--- src/rtl/stream_pkt_reader.sv ---
// Valid/ready stream sink with a duty-cycled ready gate.
// Accumulates per-packet word count and payload sum.
module stream_pkt_reader #(
  parameter int DATA_W        = 32,
  parameter int MAX_PKT_WORDS = 256,
  parameter int ON_CYCLES     = 1,
  parameter int OFF_CYCLES    = 0,
  parameter int COUNT_W       = 16,
  localparam int LEN_W = $clog2(MAX_PKT_WORDS+1)
) (
  input  logic               clk,
  input  logic               rst,
  input  logic               enable,
  input  logic               in_valid,
  input  logic [DATA_W:0]    in_data,
  output logic               in_ready,
  output logic               pkt_valid,
  output logic [LEN_W-1:0]   pkt_len,
  output logic [DATA_W-1:0]  pkt_sum,
  output logic               pkt_err,
  output logic [COUNT_W-1:0] pkt_count,
  output logic               busy
);

  localparam int PER  = ON_CYCLES + OFF_CYCLES;
  localparam int PH_W = (PER > 1) ? $clog2(PER) : 1;

  typedef enum logic [1:0] {
    S_IDLE,
    S_BODY,
    S_DROP,
    S_DONE
  } state_t;

  state_t            r_state;
  state_t            w_state_nxt;
  logic [PH_W-1:0]   r_phase;
  logic [LEN_W-1:0]  r_len;
  logic [LEN_W-1:0]  w_len_nxt;
  logic [DATA_W-1:0] r_sum;
  logic [DATA_W-1:0] w_sum_nxt;
  logic              r_err;
  logic              w_err_nxt;
  logic              w_gate;
  logic              w_xfer;
  logic              w_last;
  logic              w_done_ent;
  logic [DATA_W-1:0] w_pay;

  assign w_last = in_data[DATA_W];
  assign w_pay  = in_data[DATA_W-1:0];
  assign w_gate = (OFF_CYCLES == 0) ||
                  (r_phase < PH_W'(ON_CYCLES));
  assign w_xfer = in_valid & in_ready;
  assign w_done_ent = (w_state_nxt == S_DONE) &&
                      (r_state != S_DONE);

  // Phase runs free of traffic; only enable freezes it
  always_ff @(posedge clk) begin
    if (rst) begin
      r_phase <= '0;
    end else if (enable && (OFF_CYCLES != 0)) begin
      if (r_phase == PH_W'(PER-1))
        r_phase <= '0;
      else
        r_phase <= r_phase + 1'b1;
    end
  end

  always_ff @(posedge clk) begin
    if (rst)
      r_state <= S_IDLE;
    else
      r_state <= w_state_nxt;
  end

  always_comb begin
    w_state_nxt = r_state;
    w_len_nxt   = r_len;
    w_sum_nxt   = r_sum;
    w_err_nxt   = r_err;
    unique case (r_state)
      S_IDLE: begin
        if (w_xfer) begin
          w_len_nxt   = LEN_W'(1);
          w_sum_nxt   = w_pay;
          w_err_nxt   = 1'b0;
          w_state_nxt = w_last ? S_DONE : S_BODY;
        end
      end
      S_BODY: begin
        if (w_xfer) begin
          if (r_len < LEN_W'(MAX_PKT_WORDS)) begin
            w_len_nxt   = r_len + 1'b1;
            w_sum_nxt   = r_sum + w_pay;
            w_state_nxt = w_last ? S_DONE : S_BODY;
          end else begin
            w_err_nxt   = 1'b1;
            w_state_nxt = w_last ? S_DONE : S_DROP;
          end
        end
      end
      S_DROP: begin
        if (w_xfer && w_last)
          w_state_nxt = S_DONE;
      end
      S_DONE: begin
        w_state_nxt = S_IDLE;
      end
      default: begin
        w_state_nxt = S_IDLE;
      end
    endcase
  end

  always_comb begin
    in_ready  = enable & w_gate & (r_state != S_DONE);
    pkt_valid = (r_state == S_DONE);
    busy      = (r_state == S_BODY) ||
                (r_state == S_DROP);
  end

  always_ff @(posedge clk) begin
    if (rst) begin
      r_len <= '0;
      r_sum <= '0;
      r_err <= 1'b0;
    end else begin
      r_len <= w_len_nxt;
      r_sum <= w_sum_nxt;
      r_err <= w_err_nxt;
    end
  end

  always_ff @(posedge clk) begin
    if (rst) begin
      pkt_len   <= '0;
      pkt_sum   <= '0;
      pkt_err   <= 1'b0;
      pkt_count <= '0;
    end else if (w_done_ent) begin
      pkt_len   <= w_len_nxt;
      pkt_sum   <= w_sum_nxt;
      pkt_err   <= w_err_nxt;
      pkt_count <= pkt_count + 1'b1;
    end
  end

endmodule

--- config.mk ---
export PLATFORM = sky130hd
export DESIGN_NAME = stream_pkt_reader
export DESIGN_NICKNAME = d
export VERILOG_FILES = /design/src/rtl/stream_pkt_reader.sv
export SDC_FILE = /design/constraint.sdc
export NUM_CORES = 1
export LEC_CHECK = 0
export CORE_ASPECT_RATIO = 1.75
export CORE_MARGIN = 4
export CORE_UTILIZATION = 30
export CTS_BUF_LIST = sky130_fd_sc_hd__clkbuf_8
export DETAILED_ROUTE_END_ITERATION = 12
export PLACE_DENSITY = 0.62
export SKIP_LAST_GASP = 1
export SLEW_MARGIN = 20
export SYNTH_ARGS = -nofsm -noshare
export SYNTH_HDL_FRONTEND = slang
export SYNTH_SLANG_ARGS = --single-unit
--- constraint.sdc ---
create_clock -name clk -period 7.5 [get_ports clk]
set_input_delay 1.125 -clock clk [delete_from_list [all_inputs] [get_ports clk]]
set_output_delay 1.125 -clock clk [all_outputs]
set_load 0.01 [all_outputs]
==> impl_metrics.json, run 1 <==
{
  "synth_edf_count": 0,
  "worstSetupStartpoint": "in_data[0]",
  "die_area_um2": 22500,
  "nNetsFinal": 868,
  "final_max_slew_viol_count": 0,
  "syn_area_um2": 6020,
  "final_core_util": 0.374,
  "switching_share": 0.333,
  "synthArstFlopShare": 0,
  "p_seq_frac": 0.412,
  "worstHoldStart": "pkt_len[8]",
  "cp.arrival_ps": 4360,
  "cts_buffers": 9,
  "cts_root_buffer": "clkbuf_8",
  "cp-start-kind": "input pin",
  "rsz0062_at_grt": "false",
  "critical_path_class": "input pin to flop",
  "grt_pass1_vias": 5528,
  "die_y_um": 195,
  "synth_flop_cell": "dfxtp_1",
  "wl_per_cell_um": 16.1,
  "grt_usage": 0.148,
  "cp_max_fo": 5,
  "synthToLayoutAreaGrowth_pct": 22.9,
  "ant_nets": 0,
  "synth_fp_nets": 800,
  "period_share": 0.551,
  "clk_path_buf_depth": 2,
  "yosysWarnings": 0,
  "grt_max_degree": 104,
  "die_w_um": 115,
  "max_freq_mhz": 242,
  "synthCells": 725,
  "cap_violations": 0,
  "cts_max_level": 3,
  "reg2reg_slack_ps": 3950,
  "insertion_delay_ps": 370,
  "layout_min_cycle_time_ps": 4130,
  "postSynthAreaPerCell_um2": 8.30,
  "antenna_found_initial": 0,
  "postCtsSetupRepairBufs": 0,
  "max-slew-margin-rel": 0.370,
  "tightestPinTransition_ps": 944,
  "cts_tree": "built",
  "synth_seq_cells": 102,
  "drive_gt1_frac": 0.0503,
  "ys_types": 67,
  "setup_tns_ps": 0,
  "hold_buffers": 0,
  "p_leak_uw": 0.00284,
  "required_ps": 7730,
  "cp-end-kind": "flop",
  "grt.overflow.total": 0,
  "finalWeightedCongestion": 0.859,
  "placement.io_buffers": 97,
  "worstSetupEndpoint": "pkt_sum[24]",
  "first_pass_iters": 10,
  "initialDrtViolationCount": 398,
  "vias": 5578,
  "cts_resized": 0,
  "ys_seq_area_frac": 0.339,
  "hold_violations": 0,
  "place_hpwl_um": 12400,
  "clk_pin_slew_worst_paths_ps": 90,
  "rr_endpoint": "pkt_sum[20]",
  "clockPowerShare": 0.262,
  "min_path_type": "flop to flop",
  "n_fill_cell": 2043,
  "num_antenna_cells": 0,
  "finalPower_uw": 1500,
  "grt_pass1_wl_um": 27100,
  "vdd_drop_max_uv": 78.0,
  "drc_errors": 0,
  "finalClockSkew_ps": 7.19,
  "r2r_start": "r_state[0]",
  "p_switching_uw": 501,
  "status": "complete, no violations",
  "p_per_area_nw_per_um2": 203,
  "intPower_uw": 1000,
  "clock-sinks": 102,
  "setup_viol_count_final": 0,
  "power_frac_comb": 0.326,
  "avgViaCountPerCell": 5.36,
  "ios": 98,
  "holdPathStages": 2,
  "initial_utilization": 0.305,
  "core_area_um2": 19700,
  "fp-row-count": 68,
  "reg2reg_depth": 9,
  "wl_um": 16700
}
[placed cells by master, fill, tap and decap left out, drive strengths merged, types with 5 or more instances in the layout]
master | netlist | routed
nor2 | 108 | 108
dfxtp | 102 | 102
clkdlybuf4s50 | 0 | 96
nand2 | 63 | 63
a21oi | 43 | 43
ha | 37 | 37
a211oi | 36 | 36
o21ai | 29 | 29
xor2 | 28 | 28
a222oi | 23 | 23
a21o | 21 | 21
xnor2 | 16 | 16
nand4 | 16 | 16
and3 | 14 | 14
inv | 12 | 12
nand3 | 12 | 12
clkbuf | 33 | 11
nor3 | 11 | 11
nor2b | 9 | 9
a31oi | 9 | 9
nor3b | 9 | 9
buf | 14 | 8
a22oi | 7 | 7
nand2b | 6 | 6
o31ai | 6 | 6
or3 | 5 | 5
o211ai | 5 | 5
a221oi | 5 | 5
[sequential cells by signal, indices dropped and copies added (netlist names)]
name,flops
pkt_count,16
pkt_err,1
pkt_len,9
pkt_sum,32
r_err,1
r_len,9
r_state,2
r_sum,32
[cell type report]
type / instances / area [µm²] / area share
sequential: 102 / 2040 / 0.276
clock buffer: 11 / 151 / 0.0205
tap: 245 / 307 / 0.0415
inverter: 12 / 45.0 / 0.00609
multi-input combinational: 564 / 3730 / 0.505
clock inverter: 3 / 68.8 / 0.00931
timing repair buffer: 104 / 1050 / 0.142
[power groups by stage]
stage | logic [µW] | clock network [µW] | registers [µW]
after detailed placement | 486 | 0 | 632
after CTS | 489 | 409 | 620
after global routing | 544 | 423 | 626
after global placement | 482 | 0 | 632
final | 489 | 394 | 620
after floorplan | 325 | 0 | 636
[logic make-up (layout without fill, tap and decap cells)]
kind of cell	Yosys count	in the layout	share of synthesized area
buffers and inverters	59	130	0.0408
AND/OR/NAND/NOR	264	264	0.207
multiplexers	5	5	0.00873
adder cells (fa/ha/maj)	38	38	0.0803
XOR/XNOR	44	44	0.0640
AO/OA/AOI/OAI	213	213	0.260
flip-flops	102	102	0.339
[cell usage after synthesis, drive strengths merged (12+ instances only)]
master / n / area [µm²]
nand4: 16 / 100
nand3: 12 / 65.1
nor2: 108 / 408
a211oi: 36 / 270
nand2: 63 / 236
buf: 14 / 75.1
inv: 12 / 45.0
dfxtp: 102 / 2040
a21o: 21 / 158
a222oi: 23 / 230
o21ai: 29 / 149
and3: 14 / 87.6
ha: 37 / 463
a21oi: 43 / 223
clkbuf: 33 / 125
xnor2: 16 / 140
xor2: 28 / 245
[worst min path at each step]
stage            endpoint  slack [ps]
2_1_floorplan     pkt_err         480
3_3_place_gp      pkt_err         450
6_report       pkt_len[8]         460
5_1_grt           pkt_err         490
4_1_cts        pkt_len[8]         460
3_5_place_dp   pkt_len[8]         450
[worst max-delay path, stage by stage]
cell	delay, ps
clkdlybuf4s50_1	500
ha_1	220
inv_1	70
fa_1	410
nor2b_1	190
o31a_1	230
o31ai_4	90
o211ai_2	290
o21ai_1	210
o31ai_1	310
xor2_1	110
a222oi_1	470
a211oi_1	140
[metal layers]
layer | routed length [µm] | track usage
met1 | 7030 | 0.170
met2 | 8740 | 0.272
met3 | 621 | 0.0183
met4 | 343 | 0.0574
met5 | 0 | 0
[stage by stage]
stage / std cells / worst slack [ps] / cell area [µm²] / hold slack [ps]
after floorplan: 725 / 4050 / 6020 / 481
after global placement: 1025 / 2560 / 7130 / 446
after detailed placement: 1025 / 2500 / 7130 / 450
after CTS: 1039 / 2900 / 7350 / 463
after global routing: 1041 / 3200 / 7390 / 494
final: 1041 / 3370 / 7390 / 458
Power figures use the tool's default switching activity.
==> run 2, diff against run 1 <==
==> constraint.sdc (replaced) <==
create_clock -name clk -period 3.9 [get_ports clk]
set_input_delay 0.585 -clock clk [delete_from_list [all_inputs] [get_ports clk]]
set_output_delay 0.585 -clock clk [all_outputs]
set_load 0.01 [all_outputs]
==> impl_metrics.json, run 2 (same netlist as run 1, synthesis figures left out) <==
{
  "r2r_start": "r_state[0]",
  "cp_max_fo": 4,
  "placement.io_buffers": 97,
  "hold_buffers": 0,
  "min_path_type": "flop to flop",
  "num_antenna_cells": 0,
  "critical_path_class": "input pin to flop",
  "largestRegisters": "pkt_sum (32), r_sum (32), pkt_count (16)",
  "die_area_um2": 22500,
  "wl_um": 17300,
  "met3_usage": 0.0270,
  "layout_common_cells": "107 x nor2_1, 102 x dfxtp_1, 96 x clkdlybuf4s50_1",
  "ios": 98,
  "grt.overflow.total": 0,
  "status": "complete, no violations",
  "grt_pass1_wl_um": 27600,
  "reg2reg_slack_ps": 960,
  "fp-row-count": 68,
  "cts_root_buffer": "clkbuf_8",
  "worstSetupStartpoint": "in_data[1]",
  "finalWeightedCongestion": 0.895,
  "p_per_area_nw_per_um2": 392,
  "required_ps": 4160,
  "max-slew-margin-rel": 0.502,
  "place_ws_ps": 241,
  "layout_min_cycle_time_ps": 3230,
  "fin_area_um2": 7410,
  "tightestPinTransition_ps": 747,
  "critPathSlowestCell": "clkdlybuf4s50_1",
  "wl_per_cell_um": 16.5,
  "use_met1": 0.172,
  "final_max_slew_viol_count": 0,
  "worstHoldStart": "pkt_len[8]",
  "initial_utilization": 0.305,
  "finalPower_uw": 2900,
  "vdd_drop_max_uv": 177,
  "reg2reg_depth": 10,
  "period_share": 0.828,
  "ant_nets": 0,
  "max_freq_mhz": 310,
  "hold_violations": 0,
  "core_area_um2": 19700,
  "crit_path_frequent_cell": "a211oi_1",
  "rsz0062_at_grt": "false",
  "grt_max_degree": 80,
  "dpl_cell_area_um2": 7180,
  "cts_resized": 0,
  "initialDrtViolationCount": 429,
  "final_common_cell": "nor2_1",
  "nNetsFinal": 871,
  "clock-sinks": 102,
  "first_pass_iters": 5,
  "cp-end-kind": "flop",
  "cts_buffers": 9,
  "antenna_found_initial": 0,
  "die_w_um": 115,
  "drc_errors": 0,
  "synthToLayoutAreaGrowth_pct": 23.1,
  "vias": 5706,
  "setup_tns_ps": 0,
  "place_hpwl_um": 12900,
  "worstSetupEndpoint": "pkt_sum[23]",
  "grt_usage": 0.153,
  "avgViaCountPerCell": 5.46,
  "postCtsSetupRepairBufs": 0,
  "crit_chain": "clkdlybuf4s50_1 -> ha_1 -> a211oi_1 -> o21ai_2 -> o2111ai_2 -> a21oi_2 -> a31oi_1 -> o21ai_1 -> xor2_1 -> a222oi_1 -> a211oi_1",
  "busiest_layer": "met2",
  "drive_gt1_frac": 0.0562,
  "use_met2": 0.274,
  "n_fill_cell": 2060,
  "cts_tree": "built",
  "cp-start-kind": "input pin",
  "setup_viol_count_final": 0,
  "critical-path-max-stage-delay_ps": 450,
  "insertion_delay_ps": 410,
  "grt_pass1_vias": 5547,
  "clk_pin_slew_worst_paths_ps": 110,
  "clk_path_buf_depth": 2,
  "cp.arrival_ps": 3490,
  "finalClockSkew_ps": 20.1,
  "cts_max_level": 3,
  "rr_endpoint": "pkt_count[6]",
  "p_leak_uw": 0.00285,
  "cap_violations": 0,
  "setup_slack_ps": 672,
  "die_y_um": 195
}
==> run 2: worst max-delay path, delay by kind of cell <==
| kind | cells | cell delay (ps) |
|---|---|---|
| AO/OA/AOI/OAI | 8 | 1950 |
| adder cells (fa/ha/maj) | 1 | 340 |
| XOR/XNOR | 1 | 160 |
| buffers and inverters | 1 | 450 |
==> run 2: through the flow <==
step           cells   util  hold slack, ps
3_3_place_gp    1030  0.364             445
4_1_cts         1046  0.375             466
3_5_place_dp    1030  0.364             451
6_report        1046  0.375             464
2_1_floorplan    725      -             481
5_1_grt         1046  0.375             507
==> run 2: power breakdown <==
group	internal (µW)	switching (µW)	total (µW)
Clock	319	439	757
Combinational	413	541	953
Sequential	1130	61.5	1190
Total	1860	1040	2900
==> run 2: layer usage <==
layer	wire length (µm)	share of wire	up-vias
li1	-	-	2827
met4	544	0.032	0
met3	753	0.044	34
met2	8950	0.52	150
met1	7000	0.41	2695
met5	0	0	-
==> run 2: final cells by class <==
class	instances	area [µm²]	area share
Clock buffer	9	124	0.0167
Clock inverter	7	103	0.0139
Inverter	12	45.0	0.00608
Multi-Input combinational cell	564	3730	0.504
Sequential cell	102	2040	0.276
Tap cell	245	307	0.0414
Timing Repair Buffer	107	1060	0.143
==> run 2: worst min-delay path by stage <==
| stage | endpoint | slack (ps) | cells past startpoint |
|---|---|---|---|
| detailed placement | pkt_err | 450 | 2 |
| finish | pkt_len[8] | 460 | 2 |
| CTS | pkt_err | 470 | 2 |
| global route | pkt_err | 510 | 2 |
| floorplan | pkt_err | 480 | 2 |
| global placement | pkt_len[8] | 450 | 2 |
==> run 3, diff against run 2 <==
--- a/config.mk
+++ b/config.mk
@@ -10,7 +10,7 @@
 export CORE_UTILIZATION = 30
 export CTS_BUF_LIST = sky130_fd_sc_hd__clkbuf_8
 export DETAILED_ROUTE_END_ITERATION = 12
-export PLACE_DENSITY = 0.62
+export PLACE_DENSITY = 0.64
 export SKIP_LAST_GASP = 1
 export SLEW_MARGIN = 20
 export SYNTH_ARGS = -nofsm -noshare
==> constraint.sdc (replaced) <==
create_clock -name clk -period 2.85 [get_ports clk]
set_input_delay 0.4275 -clock clk [delete_from_list [all_inputs] [get_ports clk]]
set_output_delay 0.4275 -clock clk [all_outputs]
set_load 0.01 [all_outputs]
==> impl_metrics.json, run 3 (same netlist as run 1, synthesis figures left out) <==
{
  "status": "complete, no violations",
  "dpl_cell_area_um2": 7890,
  "cp.arrival_ps": 3060,
  "reg2reg_depth": 13,
  "finalWeightedCongestion": 0.873,
  "grt_usage": 0.161,
  "p_per_area_nw_per_um2": 510,
  "dp_cells": 1119,
  "min_path_type": "flop to flop",
  "nNetsFinal": 966,
  "place_hpwl_um": 13900,
  "cap_violations": 0,
  "critPathSlowestCell": "clkdlybuf4s50_1",
  "grt_pass1_wl_um": 29200,
  "critical-path-max-stage-delay_ps": 490,
  "hold_ws_ps": 461,
  "crit_family": "compound AO/OA/AOI/OAI gates",
  "tightestPinTransition_ps": 656,
  "wl_um": 18000,
  "initialDrtViolationCount": 353,
  "fp-row-count": 68,
  "wl_per_cell_um": 15.8,
  "largestRegisters": "pkt_sum (32), r_sum (32), pkt_count (16)",
  "n_fill_cell": 2022,
  "cts_max_level": 3,
  "min_to": "pkt_len[8]",
  "drive_gt1_frac": 0.174,
  "worstSetupStartpoint": "in_data[24]",
  "die_area_um2": 22500,
  "ios": 98,
  "reg2reg_slack_ps": 140,
  "clk_path_buf_depth": 2,
  "synthToLayoutAreaGrowth_pct": 36.8,
  "holdPathStages": 2,
  "hold_violations": 0,
  "max_freq_mhz": 364,
  "max-slew-margin-rel": 0.563,
  "rsz0062_at_grt": "true",
  "grt_max_degree": 59,
  "path_buf_inv": 1,
  "num_antenna_cells": 0,
  "cts_tree": "built",
  "critical_path_class": "input pin to flop",
  "fin_area_um2": 8230,
  "insertion_delay_ps": 390,
  "clk_pin_slew_worst_paths_ps": 120,
  "setup_viol_count_final": 0,
  "cp-end-kind": "flop",
  "cp-start-kind": "input pin",
  "grt.overflow.total": 0,
  "period_share": 0.963,
  "cts_buffers": 9,
  "p_leak_uw": 0.00333,
  "placement.io_buffers": 97,
  "finalClockSkew_ps": 26.5,
  "rr_endpoint": "pkt_sum[16]",
  "setup_slack_ps": 106,
  "die_w_um": 115,
  "cp_max_fo": 2,
  "layout_min_cycle_time_ps": 2740,
  "drc_errors": 0,
  "vdd_drop_max_uv": 208,
  "cts_root_buffer": "clkbuf_8",
  "crit_chain": "clkdlybuf4s50_1 -> ha_2 -> or3_4 -> o41ai_4 -> o21ai_1 -> a2111o_1 -> nand3_1 -> xor2_1 -> nand2_1 -> a311oi_1",
  "clock-sinks": 102,
  "ant_nets": 0,
  "required_ps": 3160,
  "worstHoldStart": "pkt_len[8]",
  "final_common_cell": "nor2_1",
  "vias": 6002,
  "grt_pass1_vias": 5966,
  "hold_buffers": 0,
  "core_area_um2": 19700,
  "place_ws_ps": -595,
  "finalNonFillerCells": 1141,
  "first_pass_iters": 5,
  "r2r_start": "r_sum[0]",
  "avgViaCountPerCell": 5.26,
  "layout_common_cells": "105 x nor2_1, 102 x buf_4, 101 x dfxtp_1",
  "final_max_slew_viol_count": 0,
  "antenna_found_initial": 0,
  "initial_utilization": 0.305,
  "die_y_um": 195
}
## run 3: per-layer routing
layer	track usage	wire, µm
met5	0	0
met4	0.0696	547
met3	0.0239	623
met2	0.300	9650
met1	0.175	7190
## run 3: area by class of cell
cell class	instances	area, µm²	area share
clock buffers	9	124	0.0151
clock inverters	7	88.8	0.0108
inverters	12	45.0	0.00547
multi-input cells	564	3820	0.464
flip-flops and latches	102	2040	0.248
well taps	245	307	0.0372
repair buffers	202	1800	0.219
## run 3: timing repair
item,CTS,global route
pin swaps,11,13
resized for setup,13,11
setup buffers,4,2
setup endpoints to repair,19,21
## run 3: worst max path at each step
stage | cells after the start | slack [ps] | to
after floorplan | 12 | 100 | pkt_sum[24]
after global placement | 14 | -530 | pkt_sum[30]
after detailed placement | 14 | -590 | pkt_sum[30]
after CTS | 13 | -0.5 | pkt_sum[16]
after global routing | 13 | -60 | pkt_sum[16]
final | 10 | 110 | pkt_sum[31]
## run 3: worst min-delay path, delay by kind of cell, from the launching register on
family	cells	cell delay [ps]
flip-flops	1	320
AND/OR/NAND/NOR	1	50
AO/OA/AOI/OAI	1	50
## run 3: power by group
group / switching, µW / leakage (µW) / internal (µW) / total, µW
sequential: 88.3 / 0.000829 / 1550 / 1630
clock: 575 / 0.000109 / 427 / 1000
combinational: 808 / 0.00239 / 755 / 1560
total: 1470 / 0.00333 / 2730 / 4200
## run 3: through the flow
stage          power [µW]   util  setup TNS [ps]
2_1_floorplan        2530      -               0
3_3_place_gp         3170  0.399          -13230
3_5_place_dp         3180  0.399          -16830
4_1_cts              4210  0.413          -0.490
5_1_grt              4450  0.417            -103
6_report             4200  0.417               0
